===== src/rtl/lstm_pkg.sv =====
// rtl/lstm_pkg.sv - shared types, defaults and counter-width helper for the LSTM cell-state buffer
package lstm_pkg;

  localparam int LSTM_DATA_WIDTH  = 16;
  localparam int LSTM_HIDDEN_SIZE = 64;

  typedef enum logic [1:0] {
    ST_IDLE = 2'd0,
    ST_RUN  = 2'd1,
    ST_DONE = 2'd2
  } lstm_state_e;

  // Pointers must reach HIDDEN_SIZE itself, hence the extra bit.
  function automatic int cnt_w(input int n);
    return $clog2(n) + 1;
  endfunction

endpackage


===== src/rtl/cell_state_ram.sv =====
// rtl/cell_state_ram.sv - simple dual-port ping-pong store, synchronous write, registered read
module cell_state_ram #(
  parameter int DATA_WIDTH = 16,
  parameter int ADDR_W     = 7
) (
  input  logic                  clk,
  input  logic                  i_we,
  input  logic [ADDR_W-1:0]     i_waddr,
  input  logic [DATA_WIDTH-1:0] i_wdata,
  input  logic                  i_re,
  input  logic [ADDR_W-1:0]     i_raddr,
  output logic [DATA_WIDTH-1:0] o_rdata
);

  logic [DATA_WIDTH-1:0] r_mem [0:(1<<ADDR_W)-1];
  logic [DATA_WIDTH-1:0] r_rdata;

  always_ff @(posedge clk) begin
    if (i_we) r_mem[i_waddr] <= i_wdata;
    if (i_re) r_rdata <= r_mem[i_raddr];
  end

  assign o_rdata = r_rdata;

endmodule


===== src/rtl/lstm_cell_state_buffer.sv =====
// rtl/lstm_cell_state_buffer.sv - ping-pong cell-state buffer with FIFO-style read side
// Optional sticky overflow/underflow flags are built only when CELL_BUF_ERR_EN is defined.
module lstm_cell_state_buffer
  import lstm_pkg::*;
#(
  parameter int DATA_WIDTH  = LSTM_DATA_WIDTH,
  parameter int HIDDEN_SIZE = LSTM_HIDDEN_SIZE,
  parameter int CNT_W       = cnt_w(HIDDEN_SIZE)
) (
  input  logic                  clk,
  input  logic                  rst,
  input  logic                  step_start,
  input  logic                  seq_first,
  input  logic                  bilstm_done,
  input  logic                  cell_state_valid,
  input  logic [DATA_WIDTH-1:0] current_cell_state,
  input  logic                  cell_fifo_rd_en,
  output logic [DATA_WIDTH-1:0] prev_cell_state,
  output logic                  cell_fifo_empty,
  output logic                  step_done,
  output logic                  overflow,
  output logic                  underflow
);

  localparam int ADDR_W = CNT_W - 1;
  localparam logic [CNT_W-1:0] W_FULL = CNT_W'(HIDDEN_SIZE);
  localparam logic [CNT_W-1:0] W_ONE  = CNT_W'(1);

  lstm_state_e r_state, w_state_nxt;
  logic [CNT_W-1:0] r_rd_ptr, r_wr_ptr;
  logic r_bank_sel, r_zero_mode, r_out_zero, r_step_done;
  logic w_empty, w_start, w_pop, w_wr, w_last_wr;
  logic [DATA_WIDTH-1:0] w_rdata;

  assign w_empty   = (r_state != ST_RUN) || (r_rd_ptr == W_FULL);
  assign w_start   = step_start && !bilstm_done && (r_state != ST_RUN);
  assign w_pop     = cell_fifo_rd_en && !w_empty && !bilstm_done;
  assign w_wr      = cell_state_valid && !bilstm_done && (r_state == ST_RUN) && (r_wr_ptr < W_FULL);
  assign w_last_wr = w_wr && (r_wr_ptr == W_FULL - W_ONE);

  always_comb begin
    w_state_nxt = r_state;
    case (r_state)
      ST_IDLE, ST_DONE: if (step_start) w_state_nxt = ST_RUN;
      ST_RUN:           if (w_last_wr)  w_state_nxt = ST_DONE;
      default:          w_state_nxt = ST_IDLE;
    endcase
    if (bilstm_done) w_state_nxt = ST_IDLE;
  end

  always_ff @(posedge clk) begin
    if (rst) r_state <= ST_IDLE;
    else     r_state <= w_state_nxt;
  end

  always_ff @(posedge clk) begin
    if (rst || bilstm_done) begin
      r_rd_ptr    <= '0;
      r_wr_ptr    <= '0;
      r_bank_sel  <= 1'b0;
      r_zero_mode <= 1'b1;
      r_out_zero  <= 1'b1;
      r_step_done <= 1'b0;
    end else begin
      r_step_done <= w_last_wr;
      if (w_start) begin
        r_rd_ptr    <= '0;
        r_wr_ptr    <= '0;
        r_zero_mode <= seq_first || (r_state == ST_IDLE);
        // The bank just filled becomes the read bank for the new step.
        if (r_state == ST_DONE) r_bank_sel <= ~r_bank_sel;
      end else begin
        if (w_pop) begin
          r_rd_ptr   <= r_rd_ptr + W_ONE;
          r_out_zero <= r_zero_mode;
        end
        if (w_wr) r_wr_ptr <= r_wr_ptr + W_ONE;
      end
    end
  end

  cell_state_ram #(
    .DATA_WIDTH (DATA_WIDTH),
    .ADDR_W     (ADDR_W + 1)
  ) u_ram (
    .clk     (clk),
    .i_we    (w_wr),
    .i_waddr ({~r_bank_sel, r_wr_ptr[ADDR_W-1:0]}),
    .i_wdata (current_cell_state),
    .i_re    (w_pop),
    .i_raddr ({r_bank_sel, r_rd_ptr[ADDR_W-1:0]}),
    .o_rdata (w_rdata)
  );

  // RAM read data only moves on an accepted pop, so the output holds between pops.
  assign prev_cell_state = r_out_zero ? '0 : w_rdata;
  assign cell_fifo_empty = w_empty;
  assign step_done       = r_step_done;

`ifdef CELL_BUF_ERR_EN
  logic r_overflow, r_underflow;

  always_ff @(posedge clk) begin
    if (rst || bilstm_done) begin
      r_overflow  <= 1'b0;
      r_underflow <= 1'b0;
    end else begin
      if (cell_state_valid && ((r_state != ST_RUN) || (r_wr_ptr == W_FULL))) r_overflow <= 1'b1;
      if (cell_fifo_rd_en && w_empty) r_underflow <= 1'b1;
    end
  end

  assign overflow  = r_overflow;
  assign underflow = r_underflow;
`else
  assign overflow  = 1'b0;
  assign underflow = 1'b0;
`endif

endmodule


===== config.mk =====
export PLATFORM = sky130hd
export DESIGN_NAME = lstm_cell_state_buffer
export DESIGN_NICKNAME = d
export VERILOG_FILES = /design/src/rtl/lstm_pkg.sv /design/src/rtl/cell_state_ram.sv /design/src/rtl/lstm_cell_state_buffer.sv
export SDC_FILE = /design/constraint.sdc
export NUM_CORES = 2
export LEC_CHECK = 0
export CORE_UTILIZATION = 44
export CTS_CLUSTER_DIAMETER = 100
export DETAILED_ROUTE_END_ITERATION = 7
export MAX_ROUTING_LAYER = met4
export PLACE_DENSITY = 0.69
export SLEW_MARGIN = 40
export SYNTH_ARGS = -nofsm -noshare
export SYNTH_HDL_FRONTEND = slang
export SYNTH_SLANG_ARGS = --single-unit

===== constraint.sdc =====
create_clock -name clk -period 5.8 [get_ports clk]
set_input_delay 0.58 -clock clk [delete_from_list [all_inputs] [get_ports clk]]
set_output_delay 0.58 -clock clk [all_outputs]
set_load 0.02 [all_outputs]

* After elaboration in Yosys (flattened, before gate mapping) *
Memories as Yosys holds them, arrays and structs flattened. A register that Yosys moved wholly into a read port is not among the register bits.
Cells that the tools add are included.

storage, ports and cells
  memories = 1
  input port bits = 23
  latch bits = 0
  memory bits (read-only) = 0
  output and inout bits = 20
  word-level logic and storage cells = 46
  bits in registers = 20
  memory bits (writable) = 2,048

cells by class
  bitwise logic cells = 2
  mux-type cells = 6
  divide/modulo/power cells = 0
  magnitude comparators = 1
  equal/unequal tests = 7
  $mul = 0
  shift operators = 0
  reduce and logical (&&, ||, !) cells = 20
  $add $sub $neg = 2

memory list
  name         depth  width  read ports  clocked after memory_dff  write ports  RTL line              text
  u_ram.r_mem  128    16     1           1                         1            cell_state_ram.sv:15  logic [DATA_WIDTH-1:0] r_mem [0:(1<<ADDR_W)-1];

operators by type and width
  cell                 number
  $mux 16              1
  $add 7x1->7 const B  2
  $logic_and 1x1->1    8
  $eq 7x6->1 const B   1
  $eq 7x7->1 const B   1
  $lt 7x7->1 const B   1
  $reduce_and 2->1     3
  $reduce_or 2->1      3
  $mux 2               2
  $ne 2x2->1 const B   2
  $pmux 2 s2           1
  $logic_or 1x1->1     3
  $eq 2x1->1 const B   1
  $eq 2x2->1 const B   1
  $logic_not 1->1      2
  $logic_not 2->1      1
  $mux 1               2
  $ne 2x1->1 const B   1
  $not 1->1            2

* Logic depth before layout (Yosys ltp) *
  word-level depth = 7
  gate-level depth with buffers = 13
  mapped depth without buffers = 7

* Modules after synthesis *
From an unflattened synthesis, not the netlist that was laid out.

second synthesis, totals
  cells, all modules = 3,210
  area total of the unflattened synthesis = 79,751.5 sq um

modules (own cells, without submodules)
  module                  seq. area each (sq um)  times used  area each (sq um)  cells an instance
  cell_state_ram          61,979.4                1           78,683.0           3,086
  lstm_cell_state_buffer  400.4                   1           1,068.5            124

* Worst setup path after synthesis *
OpenSTA, ideal clock, no wires.

  path type = register to register
  start point = reg r_rd_ptr[0]
  end point = reg r_rd_ptr[5]
  setup time = 0.128 ns
  setup slack = 2.220 ns
  path buffers = 6
  cell stages (with the launch flop) = 14
  required time = 5.672 ns
  arrival time = 3.453 ns
  period minus slack after synthesis = 3.580 ns
  path through = dfxtp_1 > buf_4 > buf_6 > buf_4 > buf_4 > clkinv_1 > buf_4 > buf_2 > ha_1 > and2_1 > a311oi_2 > and4_1 > xnor2_1 > nor2_1

on the way
  longest elaborated chain between the ends = 5
  elaborated cells between the ends (all ways) = 6
  classes of those cells = add/sub (1); eq/ne (1); reduce/logical (4)

ends and longest elaborated chain
  what                             RTL line                      text
  start: declaration               lstm_cell_state_buffer.sv:30  logic [CNT_W-1:0] r_rd_ptr, r_wr_ptr;
  start signal: assignment         lstm_cell_state_buffer.sv:74  r_rd_ptr <= r_rd_ptr + W_ONE;
  $eq 7x7->1                       lstm_cell_state_buffer.sv:35  assign w_empty = (r_state != ST_RUN) || (r_rd_ptr == W_FULL);
  $logic_or 1x1->1                 lstm_cell_state_buffer.sv:35
  $logic_not 1->1                  lstm_cell_state_buffer.sv:37  assign w_pop = cell_fifo_rd_en && !w_empty && !bilstm_done;
  $logic_and 1x1->1 (2 in series)  lstm_cell_state_buffer.sv:37
  via u_ram.i_re                   cell_state_ram.sv:10          input logic i_re,

The timed path passes the listed nets, and every way through them passes these cells.
A chain may end at the register's enable or synchronous reset.

* Worst setup path after layout *
  start point = reg r_rd_ptr[1]
  end point = out cell_fifo_empty

on the way
  longest elaborated chain between the ends = 2

ends and longest elaborated chain
  what              RTL line                      text
  $eq 7x7->1        lstm_cell_state_buffer.sv:35
  $logic_or 1x1->1  lstm_cell_state_buffer.sv:35
  end: declaration  lstm_cell_state_buffer.sv:19  output logic cell_fifo_empty,

No other way between the ends.

==> results.sh <==
export IMPL_synthSimpleGateAreaFrac_pct=2.059
export IMPL_dr_wl_met2_mm=94.40
export IMPL_cts_hold_buf=0
export IMPL_vias=38360
export IMPL_ff_latch_area_mm2=0.06240
export IMPL_initial_core_util_pct=44.32
export IMPL_synth_xor_area_share_pct=0.1201
export IMPL_clk_latency_ns=0.86
export IMPL_post_cts_repair_setup_buffers=0
export IMPL_tightest_slew_ns=0.9602
export IMPL_antenna_found_initial=6
export IMPL_fin_util_pct=50.16
export IMPL_die_area_mm2=0.1840
export IMPL_setup_viol_count_final=0
export IMPL_synth_top_family_by_area="multiplexers"
export IMPL_layout_drive_gt1_share_pct=28.40
export IMPL_cts_tree="done"
export IMPL_p_int_mw=23.73
export IMPL_seq_power_share_pct=55.8
export IMPL_die_w_um=428.9
export IMPL_clk_pin_slew_ns=0.06
export IMPL_worstSetupPathType="reg -> out"
export IMPL_maxSlewViolCount=0
export IMPL_layout_nets=3757
export IMPL_dp_hpwl_mm=117.1
export IMPL_via_per_inst=6.118
export IMPL_swShare_pct=19.97
export IMPL_setup_slack_ns=1.701
export IMPL_wl_per_cell_um=31.89
export IMPL_power_switching_mw=5.921
export IMPL_status="completed"
export IMPL_fillers=13820
export IMPL_fin_area_mm2=0.09075
export IMPL_drt_initial_drc_count=5103
export IMPL_max_cap_violations=0
export IMPL_combinationalPowerShare_pct=1.2
export IMPL_fin_cells=6270
export IMPL_hold_class="in -> reg"
export IMPL_power_total_mw=29.65
export IMPL_portBuffers=40
export IMPL_yosys_most_used_dff="edfxtp_1"
export IMPL_pin_count=43
export IMPL_wl_met1_mm=77.72
export IMPL_fin_hold_ws_ns=0.1589
export IMPL_first_pass_iters=6
export IMPL_ys_types=59
export IMPL_synthToLayoutAreaGrowth_pct=13.16
export IMPL_post_dp_cell_area_mm2=0.08428
export IMPL_cts_max_level=4
export IMPL_cp_slowest_stage_delay_ns=0.69
export IMPL_clockBufferDepth=3
export IMPL_grt_pass1_wl_mm=284.1
export IMPL_p_leak_nw=27.00
export IMPL_wl_met3_mm=19.93
export IMPL_slowest_stage="dfxtp_4"
export IMPL_cts_buffers=202
export IMPL_placementRows=156
export IMPL_cts_repair_resized=0
export IMPL_finalCritPeriodShare_pct=70.67
export IMPL_cts_sinks=2084
export IMPL_required_ns=5.22
export IMPL_crit_fanout=21
export IMPL_crit_chain="buf_12 > inv_1 > ha_1 > and2_1 > a31o_2 > clkdlybuf4s50_1"
export IMPL_synth_most_common_cell="edfxtp_1"
export IMPL_arrival_ns=3.52
export IMPL_ys_warn_count=0
export IMPL_synth_edff_count=2064
export IMPL_yosys_mux_area_fraction_pct=17.16
export IMPL_multi_input_comb_area_mm2=0.01692
export IMPL_syn_cell_area_mm2=0.08020
export IMPL_grt_usage_pct=22.38
export IMPL_slew_headroom_pct=35.70
export IMPL_core_area_mm2=0.1809
export IMPL_totalWireLength_mm=199.9
export IMPL_ys_seq_elements=2084
export IMPL_ant_nets=0
export IMPL_fin_skew_ns=0.05618
export IMPL_rsz0062_at_grt="false"
export IMPL_first_global_vias=38000
export IMPL_peakVddDrop_mv=0.2664
export IMPL_grt_overflow=0
export IMPL_root_buffer="clkbuf_16"
export IMPL_synth_top_area_share_pct=77.28
export IMPL_netlist_instances=3484
export IMPL_dp_slack_ns=1.832
export IMPL_tns_ns=0
export IMPL_drcViolationCount=0
export IMPL_fp_dieH_um=428.9
export IMPL_worstSetupEndpointType="output port"
export IMPL_grt_max_degree=101
export IMPL_clockPowerShare_pct=43.0
export IMPL_synth_compound_area_share_pct=1.491
export IMPL_place_congestion=1.000
export IMPL_ys_top_cells_by_area="edfxtp_1, mux4_2, mux2i_1, nor2_1, a22oi_1"
export IMPL_finalHoldViolations=0
export IMPL_finalCriticalPeriod_ns=4.099
export IMPL_synthAdderAreaFrac_pct=0.04680
export IMPL_placed_cells=5896
export IMPL_postSynthAreaPerCell_um2=23.02
export IMPL_synth_seq_area_share_pct=77.78
export IMPL_fmax_ghz=0.2440
export IMPL_powerDensity_mw_per_mm2=326.7
export IMPL_synth_async_reset_ratio_pct=0
export IMPL_top_layer_used="met4"
export IMPL_synth_top_area_cell="edfxtp_1"
export IMPL_synth_top_cells_by_count="edfxtp_1, mux4_2, nor2_1, mux2i_1, nand2_1"
export IMPL_worstSetupStartpointType="flip-flop"
-- cell usage in the layout (no fill, tap or decap), types with 13 or more instances in the layout --
cell	count
edfxtp_1	2064
nor2_4	18
buf_12	13
clkbuf_1	52
dfxtp_1	14
o211ai_1	19
a21oi_1	20
bufinv_16	15
buf_4	175
mux4_2	562
nor2_1	142
a22oi_1	54
clkbuf_16	202
mux2i_1	83
nand2_1	76
clkinv_1	51
buf_6	15
nand4_1	13
clkinv_2	34
mux2_2	24
nand3_1	29
nor2b_1	25
clkdlybuf4s50_1	24
-- cell type report --
cell class	count	area share, %
Sequential cell	2084	68.75
Multi-Input combinational cell	1208	18.65
Clock buffer	255	5.800
Tap cell	2370	3.267
Timing Repair Buffer	229	2.204
Clock inverter	116	1.295
Inverter	6	0.02619
Antenna cell	2	0.005515
-- metal layers --
metal,vias to the layer above,track usage (%)
li1,15340,-
met4,0,8.825
met3,355,4.571
met5,-,-
met1,20460,30.37
met2,2213,33.43
-- state kept, by name (all words and copies together) (netlist names), 2 cells and up --
register and count:
r_state 2, r_wr_ptr 7, r_rd_ptr 7, u_ram.o_rdata 16
u_ram.r_mem 2048
-- power groups by stage --
stage / clock network (mW) / registers (mW) / logic [mW]
final: 12.8 / 16.5 / 0.343
after global routing: 13.4 / 16.5 / 0.364
after CTS: 12.9 / 16.5 / 0.346
after detailed placement: 0 / 16.9 / 0.347
after global placement: 0 / 16.9 / 0.328
after floorplan: 0 / 16.9 / 0.0465
-- worst max-delay path: cells and delay by family, from the launching register on --
family,cells,cell delay (ns)
compound gates,1,0.25
buf+inv,3,1.14
simple gates,1,0.25
fa+ha+maj,1,0.29
flops,1,0.69
-- final timing paths --
path	from	to	slack [ns]	cells past startpoint
setup / recovery	r_rd_ptr[1]$_SDFFE_PP0P_	cell_fifo_empty	1.70	6
hold / removal	current_cell_state[0]	u_ram.r_mem[20][0]$_DFFE_PP_	0.16	1
setup reg to reg	r_rd_ptr[0]$_SDFFE_PP0P_	u_ram.o_rdata[1]$_DFFE_PP_	1.96	5
hold reg to reg	r_wr_ptr[6]$_SDFFE_PP0P_	r_wr_ptr[6]$_SDFFE_PP0P_	0.49	2
-- logic make-up after synthesis --
logic type | after synthesis
compound gates | 160
xor+xnor | 11
fa+ha+maj | 3
buf+inv | 193
flops | 2084
mux | 669
other cells | 1
simple gates | 363
Power figures use the tool's default switching activity.
